===== config.mk =====
export PLATFORM = sky130hd
export DESIGN_NAME = fract_div_seq
export DESIGN_NICKNAME = d
export VERILOG_FILES = /design/src/rtl/fract_div_seq.sv
export SDC_FILE = /design/constraint.sdc
export NUM_CORES = 1
export LEC_CHECK = 0
export ABC_AREA = 1
export CAP_MARGIN = 10
export CORE_MARGIN = 2
export CORE_UTILIZATION = 35
export CTS_BUF_LIST = sky130_fd_sc_hd__clkbuf_16
export CTS_CLUSTER_DIAMETER = 60
export DETAILED_ROUTE_END_ITERATION = 7
export RECOVER_POWER = 25
export SLEW_MARGIN = 5
export SYNTH_ARGS = -nofsm -noshare
export SYNTH_HDL_FRONTEND = slang
export SYNTH_SLANG_ARGS = --single-unit

===== constraint.sdc =====
create_clock -name clk -period 3.2 [get_ports clk]
set_clock_uncertainty 0.15 [all_clocks]
set_input_delay 0.64 -clock clk [delete_from_list [all_inputs] [get_ports clk]]
set_output_delay 0.64 -clock clk [all_outputs]
set_load 0.01 [all_outputs]

===== src/rtl/fract_div_seq.sv =====
// Iterative radix-2 restoring fraction divider: one quotient bit per clock,
// start/done handshake, sticky remainder flag and divide-by-zero shortcut.
module fract_div_seq #(
  parameter int FRAC_W = 24,
  parameter int QUO_W  = 50,
  parameter int SIDE_W = 16
) (
  input  logic              clk,
  input  logic              rst,
  input  logic              start,
  input  logic [FRAC_W-1:0] fracta,
  input  logic [FRAC_W-1:0] fractb,
  input  logic [SIDE_W-1:0] side_in,
  output logic              busy,
  output logic              done,
  output logic [QUO_W-1:0]  quo,
  output logic              rem_nz,
  output logic              div_zero,
  output logic [SIDE_W-1:0] side_out
);

  // Handshake: start is sampled only while idle (busy low); done is a
  // single-cycle pulse during which quo/rem_nz/div_zero/side_out are valid,
  // and those outputs then hold until the next operation completes.

  localparam int CNT_W = $clog2(QUO_W);

  typedef enum logic [1:0] {IDLE, DIV, ZERO, DONE} state_t;

  state_t              state, state_nxt;
  logic [CNT_W-1:0]    cnt;
  logic [FRAC_W:0]     rem_q;
  logic [FRAC_W-1:0]   dvsr;
  logic [QUO_W-1:0]    dvd;
  logic [QUO_W-1:0]    quo_q;
  logic [SIDE_W-1:0]   side_q;

  logic [FRAC_W:0]     r_shift;
  logic [FRAC_W:0]     r_next;
  logic                q_bit;
  logic [QUO_W-1:0]    q_next;

  // One restoring step: R is always below the divisor, so FRAC_W+1 bits suffice.
  always_comb begin
    r_shift = {rem_q[FRAC_W-1:0], dvd[QUO_W-1]};
    q_bit   = (r_shift >= {1'b0, dvsr});
    r_next  = q_bit ? (r_shift - {1'b0, dvsr}) : r_shift;
    q_next  = {quo_q[QUO_W-2:0], q_bit};
  end

  always_comb begin
    state_nxt = state;
    busy      = (state != IDLE);
    done      = (state == DONE);
    unique case (state)
      IDLE: if (start) state_nxt = (fractb == '0) ? ZERO : DIV;
      DIV:  if (cnt == '0) state_nxt = DONE;
      ZERO: state_nxt = DONE;
      DONE: state_nxt = IDLE;
      default: state_nxt = IDLE;
    endcase
  end

  always_ff @(posedge clk) begin
    if (rst) begin
      state    <= IDLE;
      cnt      <= '0;
      rem_q    <= '0;
      dvsr     <= '0;
      dvd      <= '0;
      quo_q    <= '0;
      side_q   <= '0;
      quo      <= '0;
      rem_nz   <= 1'b0;
      div_zero <= 1'b0;
      side_out <= '0;
    end else begin
      state <= state_nxt;
      unique case (state)
        IDLE: begin
          if (start) begin
            dvsr   <= fractb;
            dvd    <= {fracta, {(QUO_W-FRAC_W){1'b0}}};
            side_q <= side_in;
            rem_q  <= '0;
            quo_q  <= '0;
            cnt    <= CNT_W'(QUO_W-1);
          end
        end
        DIV: begin
          rem_q <= r_next;
          dvd   <= dvd << 1;
          quo_q <= q_next;
          cnt   <= cnt - CNT_W'(1);
          // Publish only the finished quotient, on the step that enters DONE.
          if (cnt == '0) begin
            quo      <= q_next;
            rem_nz   <= |r_next;
            div_zero <= 1'b0;
            side_out <= side_q;
          end
        end
        ZERO: begin
          quo      <= '1;
          rem_nz   <= 1'b0;
          div_zero <= 1'b1;
          side_out <= side_q;
        end
        default: ;
      endcase
    end
  end

endmodule


==> run summary, run 1 <==
status -> finished clean
Starting Density -> 0.3580
core region area -> 0.02801 sq mm
Post-DRT Antenna Nets -> 0
Final Max Slew Viols -> 0
Synth Net Count -> 1462
Syn Std Cell Area -> 0.01003 sq mm
Overflow after GRT -> 0
Pleak -> 5.317 nW
unrepaired setup endpoints after global routing -> false
Post-DP HPWL -> 19540 microns
Placed Area -> 0.01171 sq mm
gpl congestion -> 0.9252
most frequent cells in the layout -> nand2_1 (432), dfxtp_1 (212), a21oi_1 (130), inv_1 (118), clkdlybuf4s50_1 (104)
CP max stage delay -> 0.40 ns
total I/O pin count -> 137
CP cell instances -> ha_1 > nand2_1 > inv_1 > nand2_1 > nand2_1 > a21oi_2 > nand2_2 > nor2_8 > buf_4 > nand3b_1 > nand2_1 > nand2_1 > nor2_1 > nand2_1 > nor2_1 > nand2_1 > nand2_1 > a21oi_2
most common cell after layout, fill and taps aside -> nand2_1
DR iter-0 viols -> 511
synth warn -> 0
FF+latch count, synth -> 213
CTS max path bufs -> 3
HP Start -> cnt[0]$_SDFFE_PP0P_
fin util -> 0.4499
setup violators final -> 0
hold crit path type -> flip-flop to flip-flop
TritonCTS clock tree -> done
area delta synth->final -> 25.68%
Fillers -> 2852
CTS clk-pin slew, worst paths -> 0.06 ns
Worst VDD drop -> 0.6003 mV
nets -> 1575
pwr dens -> 917.6 mW/mm^2
initial antenna violation count -> 2
post-DR wirelength/cell -> 15.02 microns
Logic pwr share -> 0.426
Worst Setup SP -> rem_q[19]$_SDFFE_PP0P_
Clk pwr share -> 0.251
CP endpoint kind -> flip-flop
Root Buffer -> clkbuf_16
worst slew pin tran -> 1.293 ns
number of remaining DRC errors -> 0
largest net degree at the start of global routing -> 77
worst slack, placed -> -0.004263 ns
cell taking the most area after synthesis -> dfxtp_1
worst-skew pair later-pin latency -> 0.52 ns
clk sinks -> 213
Fin. Hold Viols -> 0
Worst Setup Path Type -> flip-flop to flip-flop
period utilization -> 0.9268
Synth top area share -> 0.4253
placed cells -> 1823
sw power -> 0.004495 W
layout cells sized above 1 -> 0.1102
H-tree depth -> 1
largest fanout on the critical path -> 13
most area-consuming cells after synthesis -> dfxtp_1 (43%), nand2_1 (16%), a21oi_1 (6.5%)
wire length of the first global-routing pass -> 46150 microns
Port Buf Inserts -> 136
Via Count -> 9245
delay-heaviest family, CP -> simple AND/OR/NAND/NOR gates
die area -> 0.03002 sq mm
achievable clock frequency -> 0.3372 GHz
Seq/Total Area, Yosys -> 0.4253
slowest CP cell -> ha_1
Rows -> 61
number of max-cap violations -> 0
Multi-input gate area -> 0.004972 sq mm
Worst EP arrival -> 3.18 ns
switch share -> 0.3887
Top cell by count, worst path -> nand2_1
CTS Buf Count -> 26
hold_ws -> 0.3003 ns
Slew HR -> 0.1380
Seq. cell area -> 0.004265 sq mm
Avg Vias per Cell -> 4.923
Final Instance Area -> 0.01260 sq mm
Die Y -> 173.3 microns
Distinct cells, synth -> 47
RR Startpoint -> rem_q[19]$_SDFFE_PP0P_
Internal -> 0.007069 W
mean post-synth cell area -> 7.351 sq um
non-filler cells, final -> 1878
Die W -> 173.3 microns
vias in the first global route -> 8818
min cycle time layout -> 2.966 ns
sequential share of power -> 0.323
Worst Path Required -> 3.41 ns
DRT Wirelength -> 28220 microns
drt pass-1 iters -> 6
All-Layer GR Usage -> 0.1845
final worst-path setup slack -> 0.2342 ns
Worst setup SP type -> flip-flop
Buf/Inv on CP -> 2
post-synthesis instance total -> 1364
-- layer usage --
metal  part of all wire  global-route usage
met2               0.44              0.2922
met1               0.48              0.2524
met5                  0                   0
met3              0.059             0.03991
met4              0.026             0.05403
-- layout make-up --
| type | count | share of cell area |
|---|---|---|
| clock inverter | 21 | 0.01410 |
| timing repair buffer | 158 | 0.1224 |
| sequential | 213 | 0.3385 |
| inverter | 130 | 0.03872 |
| tap | 378 | 0.03753 |
| antenna | 3 | 0.0005957 |
| clock buffer | 27 | 0.05361 |
| multi-input combinational | 948 | 0.3946 |
-- synth_stat cells, drive strengths merged --
master,instances
ha,30
or2,3
xnor2,6
a21oi,133
clkinv,3
o221a,49
fa,1
o221ai,1
buf,17
nor3,6
xor2,8
o21bai,2
nand2,449
o22ai,2
a31oi,23
o21ai,70
nor2,85
nand3,52
clkbuf,56
o21a,1
nor4,6
or3,1
inv,127
nand4,8
nand3b,11
dfxtp,213
and2,1
-- final timing paths --
path | to | slack (ns) | cells past startpoint
worst min-delay path | cnt[0]$_SDFFE_PP0P_ | 0.30 | 1
worst max-delay path | rem_nz$_SDFFE_PP0P_ | 0.23 | 18
worst min register to register | cnt[0]$_SDFFE_PP0P_ | 0.30 | 1
worst max register to register | rem_nz$_SDFFE_PP0P_ | 0.23 | 18
-- sequential cells by signal (all words and copies together) (netlist names) --
register / cells
state: 2
rem_nz: 1
quo_q: 49
quo: 50
dvd: 24
div_zero: 1
rem_q: 24
cnt: 6
dvsr: 24
side_out: 16
side_q: 16
-- logic make-up (layout without fill, tap and decap cells) --
logic type / Yosys count / after routing / share of synthesized area
and+or+nand+nor: 622 / 622 / 0.2655
adders and majority gates: 31 / 31 / 0.03943
AOI/OAI and AO/OA: 281 / 281 / 0.1773
xor gates and xnor gates: 14 / 14 / 0.01223
other: 0 / 3 / 0
DFF: 213 / 213 / 0.4253
buffers and inverters: 203 / 336 / 0.08023
-- per-stage QoR --
stage               power, W  setup TNS (ns)
floorplan           0.006981               0
global placement    0.008763        -0.04329
detailed placement  0.008778       -0.004263
CTS                  0.01173               0
global route         0.01242               0
finish               0.01156               0
-- power by group through the flow --
stage	logic [W]	registers, W	clock network [W]
6_report	0.00493	0.00373	0.00291
5_1_grt	0.00550	0.00382	0.00310
4_1_cts	0.00501	0.00375	0.00298
3_5_place_dp	0.00499	0.00379	0
3_3_place_gp	0.00498	0.00379	0
2_1_floorplan	0.00311	0.00387	0
-- what timing repair did --
item | 4_1_cts | 5_1_grt
gates resized for setup | 1 | 2
buffers inserted | 0 | 4
pin swaps | 0 | 1
hold buffers | 0 | 0
cloned | 0 | 0
endpoints found under the hold margin | 0 | 0
setup endpoints to repair | 1 | 1
Note: power is estimated with default switching activity, not from simulation.
==> run 2, diff against run 1 <==
Settings changed: GPL_TIMING_DRIVEN from default to 0, PLACE_DENSITY from default to 0.56.
==> run 2 against run 1 <==
  * Combinational power is 2% higher
  * Sequential cell count unchanged
  * Routed wire length is 2.1% higher
  * Critical path type unchanged
==> run summary, run 2 (same netlist as run 1, synthesis figures left out) <==
All-Layer GR Usage -> 0.1895 (+0.004995)
RR Startpoint -> dvsr[4]$_SDFFE_PP0P_
CTS max path bufs -> 3 (unchanged)
Post-DP HPWL -> 21820 microns (+12%)
CTS clk-pin slew, worst paths -> 0.06 ns (about the same)
Post-DRT Antenna Nets -> 0 (unchanged)
max FFs per register -> 50 (unchanged)
drt pass-1 iters -> 5 (-1)
most flop-heavy register -> quo
CTS Buf Count -> 26 (unchanged)
worst-skew pair later-pin latency -> 0.52 ns (about the same)
H-tree depth -> 1 (unchanged)
Top cell by count, worst path -> nand2_1
r2r setup slk -> 0.26 ns (+0.02 ns)
largest fanout on the critical path -> 10 (-3)
CP cell instances -> inv_1 > ha_1 > nand2_1 > nor2_1 > nand3_1 > nand3b_2 > nand3_4 > nand2_4 > buf_4 > nand2_1 > nand2_1 > nand2_1 > nor2_1 > nand2_1 > nor2_1 > nand2_1 > nand2_1 > a21oi_2
setup violators final -> 0 (unchanged)
diode count -> 0 (-3)
Hold EP -> dvsr[12]$_SDFFE_PP0P_
slowest CP cell -> ha_1
FF-to-FF path depth -> 18 (unchanged)
achievable clock frequency -> 0.3397 GHz (+0.74%)
Final Instance Area -> 0.01279 sq mm (+1.5%)
DRT Wirelength -> 28800 microns (+2.1%)
gpl congestion -> 0.8642 (-6.6%)
Hold Path Stages -> 2 (+1)
Overflow after GRT -> 0 (unchanged)
Fin. Hold Viols -> 0 (unchanged)
non-filler cells, final -> 1925 (+2.5%)
die area -> 0.03002 sq mm (unchanged)
pwr dens -> 925.4 mW/mm^2 (+0.84%)
core region area -> 0.02801 sq mm (unchanged)
Post-CTS Setup Bufs -> 0 (unchanged)
period utilization -> 0.9200 (-0.006792)
worst slew pin tran -> 0.9454 ns (-0.3475 ns)
Die Y -> 173.3 microns (unchanged)
Worst setup SP type -> flip-flop
clk sinks -> 213 (unchanged)
layout cells sized above 1 -> 0.1008 (-0.009380)
Via Count -> 9299 (+0.58%)
most common cell after layout, fill and taps aside -> nand2_1
area delta synth->final -> 27.53%
wire length of the first global-routing pass -> 46920 microns (+1.7%)
total I/O pin count -> 137 (unchanged)
Worst Setup Path Type -> flip-flop to flip-flop
nets -> 1625 (+3.2%)
Final Max Slew Viols -> 0 (unchanged)
Worst EP arrival -> 3.16 ns (-0.02 ns)
Port Buf Inserts -> 135 (-0.74%)
Rows -> 61 (unchanged)
reg2reg end -> rem_nz$_SDFFE_PP0P_
DR iter-0 viols -> 685 (+34%)
Root Buffer -> clkbuf_16
vias in the first global route -> 8893 (+0.85%)
status -> finished clean
Slew HR -> 0.3639 (+0.2259)
TritonCTS clock tree -> done
min cycle time layout -> 2.944 ns (-0.02173 ns)
number of remaining DRC errors -> 0 (unchanged)
Starting Density -> 0.3580 (unchanged)
Setup TNS -> 0 ns (unchanged)
initial antenna violation count -> 0 (-2)
hold crit path type -> flip-flop to flip-flop
post-cts sizing count -> 0 (-1)
Placed Area -> 0.01185 sq mm (+1.2%)
Worst VDD drop -> 0.4550 mV (-24%)
Pleak -> 5.451 nW (+2.5%)
hold buffers post-CTS -> 0 (unchanged)
CP endpoint kind -> flip-flop
Avg Vias per Cell -> 4.831 (-1.9%)
Die W -> 173.3 microns (unchanged)
placed cells -> 1877 (+3.0%)
Worst Path Required -> 3.42 ns (about the same)
largest net degree at the start of global routing -> 14 (-82%)
number of max-cap violations -> 0 (unchanged)
Top Registers -> quo (50), quo_q (49)
HP Start -> dvsr[12]$_SDFFE_PP0P_
unrepaired setup endpoints after global routing -> false
most frequent cells in the layout -> nand2_1 (433), dfxtp_1 (213), a21oi_1 (130), inv_1 (115), nor2_1 (75)
post-DR wirelength/cell -> 14.96 microns (-0.40%)
CP max stage delay -> 0.37 ns (-0.03 ns)
## run 2: cell count changes in the layout (fill, tap and decap cells not counted), moves of 2 or more
| cell | previous run | this run |
|---|---|---|
| inv_1 | 118 | 115 |
| buf_1 | 0 | 5 |
| buf_4 | 19 | 2 |
| bufinv_16 | 3 | 5 |
| buf_2 | 0 | 7 |
| clkdlybuf4s50_1 | 104 | 72 |
| diode_2 | 3 | 0 |
| clkbuf_1 | 1 | 56 |
| dlygate4sd3_1 | 31 | 63 |
## run 2: critical path, delay by kind of cell (launching register included)
kind / cells / cell delay (ns)
simple gates: 14 / 1.66
buf+inv: 2 / 0.27
fa+ha+maj: 1 / 0.37
flops: 1 / 0.31
compound gates: 1 / 0.05
## run 2: stage by stage
step | hold WS [ns] | utilization | setup WS (ns) | total power, W
finish | 0.3094 | 0.4565 | 0.2559 | 0.01183
global route | 0.3194 | 0.4565 | 0.001057 | 0.01268
global placement | 0.2975 | 0.4231 | 0.1842 | 0.008873
CTS | 0.3040 | 0.4562 | 0.1669 | 0.01207
floorplan | 0.2723 | - | 0.8162 | 0.006981
detailed placement | 0.2940 | 0.4231 | 0.1854 | 0.008913
## run 2: power by group
part / internal (W) / switching [W]
logic: 0.00192 / 0.00308
clock network: 0.00195 / 0.00117
registers: 0.00335 / 0.000351
## run 2: how the worst max path moves through the flow
stage	startpoint	endpoint	depth (start not counted)	slack [ns]
finish	dvsr[4]$_SDFFE_PP0P_	rem_nz$_SDFFE_PP0P_	18	0.26
global route	dvd[49]$_SDFFE_PP0P_	rem_nz$_SDFFE_PP0P_	21	0.001
CTS	rem_q[18]$_SDFFE_PP0P_	rem_nz$_SDFFE_PP0P_	18	0.17
detailed placement	rem_q[18]$_SDFFE_PP0P_	rem_nz$_SDFFE_PP0P_	18	0.19
global placement	rem_q[19]$_SDFFE_PP0P_	rem_nz$_SDFFE_PP0P_	16	0.18
floorplan	dvsr[19]$_SDFFE_PP0P_	rem_nz$_SDFFE_PP0P_	20	0.82
## run 2: cell type report
cell class / instances / area, sq um
flip-flops and latches: 213 / 4264
well taps: 378 / 473.0
inverters: 130 / 488.0
fillers: 2904 / 15220
clock inverters: 21 / 250.2
plain buffers: 73 / 321.6
clock buffers: 27 / 675.6
repair buffers: 135 / 1351
multi-input cells: 948 / 4964
## run 2: metal layers
layer	track usage	share of wire	vias up
met5	0	0	-
met4	0.04061	0.019	0
met3	0.03947	0.060	36
met2	0.3067	0.44	210
met1	0.2604	0.48	4237
li1	-	-	4816
